<file path="config.mk">
export PLATFORM = sky130hd
export DESIGN_NAME = barrier_initiator
export DESIGN_NICKNAME = d
export VERILOG_FILES = /design/src/rtl/barrier_initiator.sv
export SDC_FILE = /design/constraint.sdc
export NUM_CORES = 1
export LEC_CHECK = 0
export CORE_UTILIZATION = 40
export DETAILED_ROUTE_END_ITERATION = 7
export GPL_TIMING_DRIVEN = 0
export PLACE_DENSITY_LB_ADDON = 0.3
export SKIP_LAST_GASP = 1
export SLEW_MARGIN = 10
export SYNTH_ARGS = -nofsm -noshare
export SYNTH_HDL_FRONTEND = slang
export SYNTH_SLANG_ARGS = --single-unit
</file>
<file path="constraint.sdc">
create_clock -name clk_i -period 2.2 [get_ports clk_i]
set_input_delay 0.22 -clock clk_i [delete_from_list [all_inputs] [get_ports clk_i]]
set_output_delay 0.22 -clock clk_i [all_outputs]
set_load 0.05 [all_outputs]
</file>
<file path="src/rtl/barrier_initiator.sv">
// Per-core bus initiator for the hardware barrier unit: sequences the register accesses of one
// command at a time, then waits for the barrier event (with optional timeout) and responds.
module barrier_initiator #(
    parameter int unsigned           NB_CORES     = 4,
    parameter int unsigned           ADDR_WIDTH   = 32,
    parameter int unsigned           DATA_WIDTH   = 32,
    parameter logic [ADDR_WIDTH-1:0] BARRIER_BASE = '0,
    parameter int unsigned           CORE_ID      = 0,
    parameter int unsigned           TIMEOUT_W    = 16
) (
    input  logic                  clk_i,
    input  logic                  rst_ni,
    input  logic                  cmd_valid_i,
    output logic                  cmd_ready_o,
    input  logic [1:0]            cmd_op_i,
    input  logic [NB_CORES-1:0]   cmd_trig_mask_i,
    input  logic [NB_CORES-1:0]   cmd_targ_mask_i,
    input  logic [TIMEOUT_W-1:0]  timeout_cycles_i,
    input  logic                  barrier_event_i,
    output logic                  rsp_valid_o,
    output logic [NB_CORES-1:0]   rsp_data_o,
    output logic                  rsp_timeout_o,
    output logic                  bus_req_o,
    output logic [ADDR_WIDTH-1:0] bus_add_o,
    output logic                  bus_we_n_o,
    output logic [DATA_WIDTH-1:0] bus_wdata_o,
    output logic [3:0]            bus_be_o,
    output logic [4:0]            bus_id_o,
    input  logic                  bus_gnt_i,
    input  logic                  bus_r_valid_i,
    input  logic [DATA_WIDTH-1:0] bus_r_rdata_i
);

    localparam logic [1:0] OpConfig     = 2'b00;
    localparam logic [1:0] OpArrive     = 2'b01;
    localparam logic [1:0] OpArriveWait = 2'b10;
    localparam logic [1:0] OpReadStatus = 2'b11;

    localparam logic [ADDR_WIDTH-1:0] AddrTrigMask = BARRIER_BASE + ADDR_WIDTH'(32'h00);
    localparam logic [ADDR_WIDTH-1:0] AddrStatus   = BARRIER_BASE + ADDR_WIDTH'(32'h04);
    localparam logic [ADDR_WIDTH-1:0] AddrTargMask = BARRIER_BASE + ADDR_WIDTH'(32'h0C);
    localparam logic [ADDR_WIDTH-1:0] AddrTrigger  = BARRIER_BASE + ADDR_WIDTH'(32'h10);

    typedef enum logic [2:0] {
        StIdle, StWrTrig, StWrTarg, StWrArrive, StRdStat, StWaitRsp, StWaitEvt, StDone
    } state_e;

    state_e                state_q;
    logic [1:0]            op_q;
    logic [NB_CORES-1:0]   targ_q;
    logic [TIMEOUT_W-1:0]  timeout_q;
    logic [TIMEOUT_W-1:0]  cnt_q;
    logic                  evt_seen_q;
    logic                  cfg_second_q;

    // Only the low NB_CORES bits of read data carry status.
    logic unused_rdata;
    assign unused_rdata = ^bus_r_rdata_i;

    assign bus_be_o = 4'hF;
    assign bus_id_o = 5'(CORE_ID);

    always_ff @(posedge clk_i) begin
        if (!rst_ni) begin
            state_q       <= StIdle;
            op_q          <= OpConfig;
            targ_q        <= '0;
            timeout_q     <= '0;
            cnt_q         <= '0;
            evt_seen_q    <= 1'b0;
            cfg_second_q  <= 1'b0;
            cmd_ready_o   <= 1'b1;
            rsp_valid_o   <= 1'b0;
            rsp_data_o    <= '0;
            rsp_timeout_o <= 1'b0;
            bus_req_o     <= 1'b0;
            bus_add_o     <= '0;
            bus_we_n_o    <= 1'b1;
            bus_wdata_o   <= '0;
        end else begin
            // Catch events that race ahead of the arrive write so none is lost.
            if (op_q == OpArriveWait && state_q != StIdle && state_q != StDone && barrier_event_i) begin
                evt_seen_q <= 1'b1;
            end

            case (state_q)
                StIdle: begin
                    if (cmd_valid_i && cmd_ready_o) begin
                        op_q          <= cmd_op_i;
                        targ_q        <= cmd_targ_mask_i;
                        timeout_q     <= timeout_cycles_i;
                        evt_seen_q    <= 1'b0;
                        cfg_second_q  <= 1'b0;
                        cmd_ready_o   <= 1'b0;
                        rsp_data_o    <= '0;
                        rsp_timeout_o <= 1'b0;
                        bus_req_o     <= 1'b1;
                        unique case (cmd_op_i)
                            OpConfig: begin
                                state_q     <= StWrTrig;
                                bus_add_o   <= AddrTrigMask;
                                bus_we_n_o  <= 1'b0;
                                bus_wdata_o <= DATA_WIDTH'(cmd_trig_mask_i);
                            end
                            OpArrive, OpArriveWait: begin
                                state_q     <= StWrArrive;
                                bus_add_o   <= AddrTrigger;
                                bus_we_n_o  <= 1'b0;
                                bus_wdata_o <= DATA_WIDTH'(1) << CORE_ID;
                            end
                            OpReadStatus: begin
                                state_q     <= StRdStat;
                                bus_add_o   <= AddrStatus;
                                bus_we_n_o  <= 1'b1;
                                bus_wdata_o <= '0;
                            end
                        endcase
                    end
                end

                StWrTrig, StWrTarg, StWrArrive, StRdStat: begin
                    if (bus_gnt_i) begin
                        bus_req_o <= 1'b0;
                        state_q   <= StWaitRsp;
                    end
                end

                StWaitRsp: begin
                    if (bus_r_valid_i) begin
                        unique case (op_q)
                            OpConfig: begin
                                if (!cfg_second_q) begin
                                    cfg_second_q <= 1'b1;
                                    state_q      <= StWrTarg;
                                    bus_req_o    <= 1'b1;
                                    bus_add_o    <= AddrTargMask;
                                    bus_we_n_o   <= 1'b0;
                                    bus_wdata_o  <= DATA_WIDTH'(targ_q);
                                end else begin
                                    state_q     <= StDone;
                                    rsp_valid_o <= 1'b1;
                                end
                            end
                            OpArrive: begin
                                state_q     <= StDone;
                                rsp_valid_o <= 1'b1;
                            end
                            OpArriveWait: begin
                                state_q <= StWaitEvt;
                                cnt_q   <= '0;
                            end
                            OpReadStatus: begin
                                state_q     <= StDone;
                                rsp_valid_o <= 1'b1;
                                rsp_data_o  <= bus_r_rdata_i[NB_CORES-1:0];
                            end
                        endcase
                    end
                end

                StWaitEvt: begin
                    cnt_q <= cnt_q + TIMEOUT_W'(1);
                    // An event arriving on the expiry cycle takes priority over the timeout.
                    if (evt_seen_q || barrier_event_i) begin
                        state_q     <= StDone;
                        rsp_valid_o <= 1'b1;
                    end else if (timeout_q != '0 && cnt_q == timeout_q - TIMEOUT_W'(1)) begin
                        state_q       <= StDone;
                        rsp_valid_o   <= 1'b1;
                        rsp_timeout_o <= 1'b1;
                    end
                end

                StDone: begin
                    rsp_valid_o <= 1'b0;
                    cmd_ready_o <= 1'b1;
                    state_q     <= StIdle;
                end

                default: state_q <= StIdle;
            endcase
        end
    end

endmodule
</file>
Word level (Yosys, flattened, before mapping)
Cells that the tools add are included.
Widths: inputs -> output; s select.
{ "totals": {"ff_bits": 116, "input_bits": 64, "out_inout_bits": 82} }
{ "op_classes": {"n_addsub": 2, "n_eq_ne": 27, "mux": 56, "n_reduce_logical": 31} }
{ "op_table": {"columns": ["cell", "n"], "rows": [
  ["$mux 32", 8],
  ["$pmux 32 s3", 2],
  ["$pmux 32 s2", 2],
  ["$mux 16", 2],
  ["$pmux 16 s2", 1],
  ["$mux 1", 20],
  ["$mux 3", 6],
  ["$ne 2x2->1 const B", 9],
  ["$pmux 3 s3", 2],
  ["$add 16x1->16 const B", 1],
  ["$eq 16x16->1", 1],
  ["$reduce_and 4->1", 4],
  ["$reduce_bool 16->1", 1],
  ["$sub 16x1->16 const B", 1],
  ["$pmux 3 s5", 1],
  ["$eq 3x3->1 const B", 4],
  ["$mux 4", 3],
  ["$ne 3x3->1 const B", 4],
  ["$pmux 1 s2", 6],
  ["$reduce_and 5->1", 2],
  ["$reduce_bool 3->1", 3],
  ["$eq 2x2->1 const B", 4],
  ["$pmux 4 s2", 1],
  ["$reduce_bool 2->1", 4],
  ["14 further kinds", 24]
]} }

Logic depth before layout (Yosys ltp)
{ "depth": {"depth_word": 7, "ltp_mapped": 10, "ltp_nobuf": 8} }

Least setup slack after synthesis
OpenSTA, ideal clock, no wires.
{ "synth_timing": {"path_kind": "register to register", "start": "register timeout_q[0]", "end": "register rsp_timeout_o", "arrival_ps": 2282, "required_time_ps": 2116, "path_slack_ps": -166, "stages_incl_launch_ff": 11, "path_buffers": 2, "synth_period_minus_slack_ps": 2366, "cell_sequence": "dfxtp_1 inv_1 ha_1 buf_2 or3b_2 clkbuf_1 o41ai_1 o2111ai_1 o211ai_1 nand4_2 o31ai_2"} }
{ "synth_via": {"elab_chain_cells": 5, "elab_cells_between_ends": 6} }
{ "synth_lines": {"columns": ["item", "line_no", "text"], "rows": [
  ["start, declared", "51", "logic [TIMEOUT_W-1:0] timeout_q;"],
  ["start signal, assigned", "91", "timeout_q <= timeout_cycles_i;"],
  ["$sub 16x1->16", "167", "end else if (timeout_q != '0 && cnt_q == timeout_q - TIMEOUT_W'(1)) begin"],
  ["$eq 16x16->1", "167", null],
  ["$logic_and 1x1->1 *", "167", null],
  ["$ne 2x2->1 (no source line) *", null, null],
  ["$reduce_and 4->1 (no source line) *", null, null],
  ["end signal, assigned", "75", "rsp_timeout_o <= 1'b0;"],
  ["end signal, assigned", "96", "rsp_timeout_o <= 1'b0;"],
  ["end signal, assigned", "170", "rsp_timeout_o <= 1'b1;"],
  ["end, declared", "22", "output logic rsp_timeout_o,"]
]} }
Every way passes the cells marked *; elsewhere a longest branch is shown, timed or not.
A chain may end at the register's enable or synchronous reset.

Final worst setup path
{ "layout_timing": {"start": "register timeout_q[1]", "end": "register rsp_timeout_o"} }
The elaborated chain is that of the path after synthesis.

==> impl_metrics.py <==
metrics = {
    "status": {
        "outcome": "complete, but fails checks",
        "failed_checks": "setup timing",
    },
    "clock_tree": {
        "clock_latency_ps": 340,
        "inserted_clock_buffers": 9,
        "cts.root.buffer_cell": "clkbuf_8",
        "clkSinkCount": 59,
        "path_clk_slew_ps": 70,
        "cts_tree": "done",
        "cts.htree.levels": 3,
        "cts.path.max_buffers": 2,
    },
    "timing": {
        "rsz0062_at_grt": "true",
        "worst-slew-pin-transition_ps": 516.5,
        "finalHoldViolCount": 0,
        "setup-violations-final": 3,
        "post-route-period-util_pct": 104.1,
        "maxSlewViolCount": 0,
        "finalWorstPathRequiredPeriod_ps": 2290,
        "timing.final.ws_setup_ps": -90.42,
        "clock.fmax_mhz": 436.6,
        "hold_ws_ps": 421.7,
        "tns_ps": -127.1,
        "maxSlewHeadroom_pct": 65.46,
        "clk_skew_ps": 12.81,
    },
    "critical_path": {
        "crit_required_ps": 2460,
        "timing.critical_path.fanout_max": 5,
        "path_class": "reg2reg",
        "timing.critical_path.from_type": "flop",
        "cp.arrival_ps": 2550,
        "crit_path_end_kind": "flop",
    },
    "routing": {
        "avgRoutedWirePerCell_um": 12.63,
        "drt-total-wl_um": 9184,
        "drtIter0Drc": 140,
        "vias_per_cell": 4.835,
        "drt_drc_violations_left": 0,
        "final_antenna_net_count": 0,
        "routed-via-count": 3515,
        "drt_first_pass_iters": 6,
    },
    "synthesis": {
        "share_of_synthesized_cell_area_in_full_adder_half_adder_and_majority_cells_pct": 1.687,
        "postSynth.asyncResetShare_pct": 0,
        "dominant_combinational_cell_family_by_area_after_synthesis": "simple AND/OR/NAND/NOR gates",
        "synthesis.area_mm2": 0.003707,
        "muxShareOfSynthArea_pct": 0.8100,
        "syn_inst": 485,
        "synth.ff_latch_count": 59,
        "most_used_standard_cell_by_instance_count_after_synthesis": "nand2_1",
        "share_of_the_yosys_chip_area_belonging_to_registers_pct": 31.86,
        "synth_top_flop_cell": "dfxtp_1",
        "post_synth_top_area_share_pct": 31.86,
        "syn_avg_cell_area_um2": 7.644,
        "netlist.top_cell.by_area": "dfxtp_1",
        "yosys.area_share.xor_xnor_pct": 6.142,
        "post_synth_num_cell_types": 57,
        "synthSimpleGateAreaFrac_pct": 25.18,
        "synth_top_cells_by_count": "nand2_1 (75), buf_4 (68), dfxtp_1 (59)",
        "synth_compound_area_share_pct": 15.96,
        "synth_top_cells_by_area": "dfxtp_1 (32%), buf_4 (14%), nand2_1 (7.6%)",
        "synth-edff-count": 0,
        "synth_warnings": 0,
    },
    "run": {
        "maxCapViolCount": 0,
    },
    "placement": {
        "dp_cells": 708,
        "last_weighted_congestion_value_of_the_routability_driven_placer": 0.8546,
        "placement.cell_area_mm2": 0.004623,
        "estimated_wirelength_of_the_detail_placed_design_um": 6797,
        "dpl_worst_slack_ps": -338.2,
        "port_buffers": 51,
    },
    "power_and_ir_drop": {
        "ir_worst_vdd_mv": 0.6718,
        "power_density_relative_to_cell_area_mw_per_mm2": 999.8,
        "power.static_leakage_nw": 2.110,
    },
    "global_routing": {
        "via_count_of_the_first_global_routing_pass": 3438,
        "global_route.usage.total_pct": 19.75,
        "pin_count_of_the_biggest_net_entering_global_routing": 12,
        "antenna_violations_before_repair": 0,
        "grt_pass1_wl_um": 15550,
        "grt-ovfl-total": 0,
    },
    "layout": {
        "final_non_filler_cell_area_mm2": 0.004994,
        "layoutNonFillerInstCount": 727,
        "drive_gt1_share_pct": 23.10,
        "n_antenna_cell": 0,
        "nNetsFinal": 683,
        "fillCellCount": 834,
        "synthToLayoutAreaGrowth_pct": 34.69,
    },
    "floorplan": {
        "die_y_um": 98.27,
        "die_width_um": 98.27,
        "initial_utilization_pct": 41.90,
        "dieArea_mm2": 0.009657,
        "floorplan.io_pins": 146,
        "floorplan_core_area_mm2": 0.008848,
        "floorplan.rows": 34,
    },
    "min_path": {
        "min-delay-path-class": "in2reg",
    },
}
placed cells by master (no fill, tap or decap), types with 11 or more instances in the layout:
master	Yosys	routed
xnor2_1	13	13
nor2_1	35	35
dfxtp_1	59	51
xor2_1	13	13
clkbuf_8	0	11
conb_1	2	66
a21oi_1	48	48
clkdlybuf4s50_1	0	51
buf_4	68	79
nand2_1	75	75
o21ai_0	17	14
report_power, final:
group | switching (mW) | internal (mW)
clock | 0.457 | 0.588
sequential | 0.183 | 1.24
combinational | 1.46 | 1.07
routing by layer:
layer  wire (µm)  vias up  global-route usage (%)
met5           0        -                       0
met1        3943     1594                   22.88
met2        4611      119                   35.64
met3         508       18                   4.581
li1            -     1784                       -
met4         121        0                   6.659
final cells by class:
cell class                      instances  area [µm²]  area share (%)
Clock inverter                          5       60.06           1.203
Multi-Input combinational cell        386        2215           44.35
Sequential cell                        59        1196           23.95
Timing Repair Buffer                   63       600.6           12.03
Tap cell                              108       135.1           2.706
Buffer                                 84       591.8           11.85
Inverter                               11       43.79          0.8770
Clock buffer                           11       151.4           3.032
timing repair:
item | 4_1_cts | 5_1_grt
setup endpoints to repair | 42 | 45
pin swaps | 8 | 11
gates resized for setup | 22 | 24
hold buffers | 0 | 0
buffers inserted | 5 | 7
through the flow:
stage | total power, mW | utilization (%)
finish | 4.993 | 56.43
global route | 5.315 | 56.43
CTS | 4.826 | 55.13
floorplan | 3.188 | -
global placement | 3.638 | 52.25
detailed placement | 3.681 | 52.25
flip-flops by register name, indices dropped and copies added, names as in the netlist:
| register | count |
|---|---|
| targ_q | 4 |
| cnt_q | 16 |
| bus_we_n_o | 1 |
| timeout_q | 16 |
| rsp_valid_o | 1 |
| op_q | 2 |
| rsp_timeout_o | 1 |
| evt_seen_q | 1 |
| state_q | 3 |
| bus_add_o | 3 |
| bus_wdata_o | 4 |
| cmd_ready_o | 1 |
| rsp_data_o | 4 |
| bus_req_o | 1 |
| cfg_second_q | 1 |
cell families (layout without fill, tap and decap cells):
logic type,Yosys count,in the layout
and+or+nand+nor,189,189
buffers and inverters,104,174
AOI/OAI and AO/OA,97,97
DFF,59,59
xor gates and xnor gates,26,26
adders and majority gates,5,5
muxes,3,3
other,2,66
critical path, cell delays in order, from the launching register on:
cell	delay [ps]
dfxtp_4	390
inv_4	40
ha_4	150
buf_6	110
nor3b_4	150
and4_1	190
a2111o_1	390
nor4_2	320
nand4_2	220
o31ai_2	230
worst paths after layout:
| check | startpoint | end | slack (ps) | cells past startpoint |
|---|---|---|---|---|
| worst max-delay path | timeout_q[1] | rsp_timeout_o | -90 | 9 |
| worst min-delay path | cmd_targ_mask_i[0] | targ_q[0] | 420 | 3 |
| worst max register to register | timeout_q[1] | rsp_timeout_o | -90 | 9 |
| worst min register to register | rsp_data_o[0] | rsp_data_o[0] | 450 | 2 |
Power figures use the tool's default switching activity.
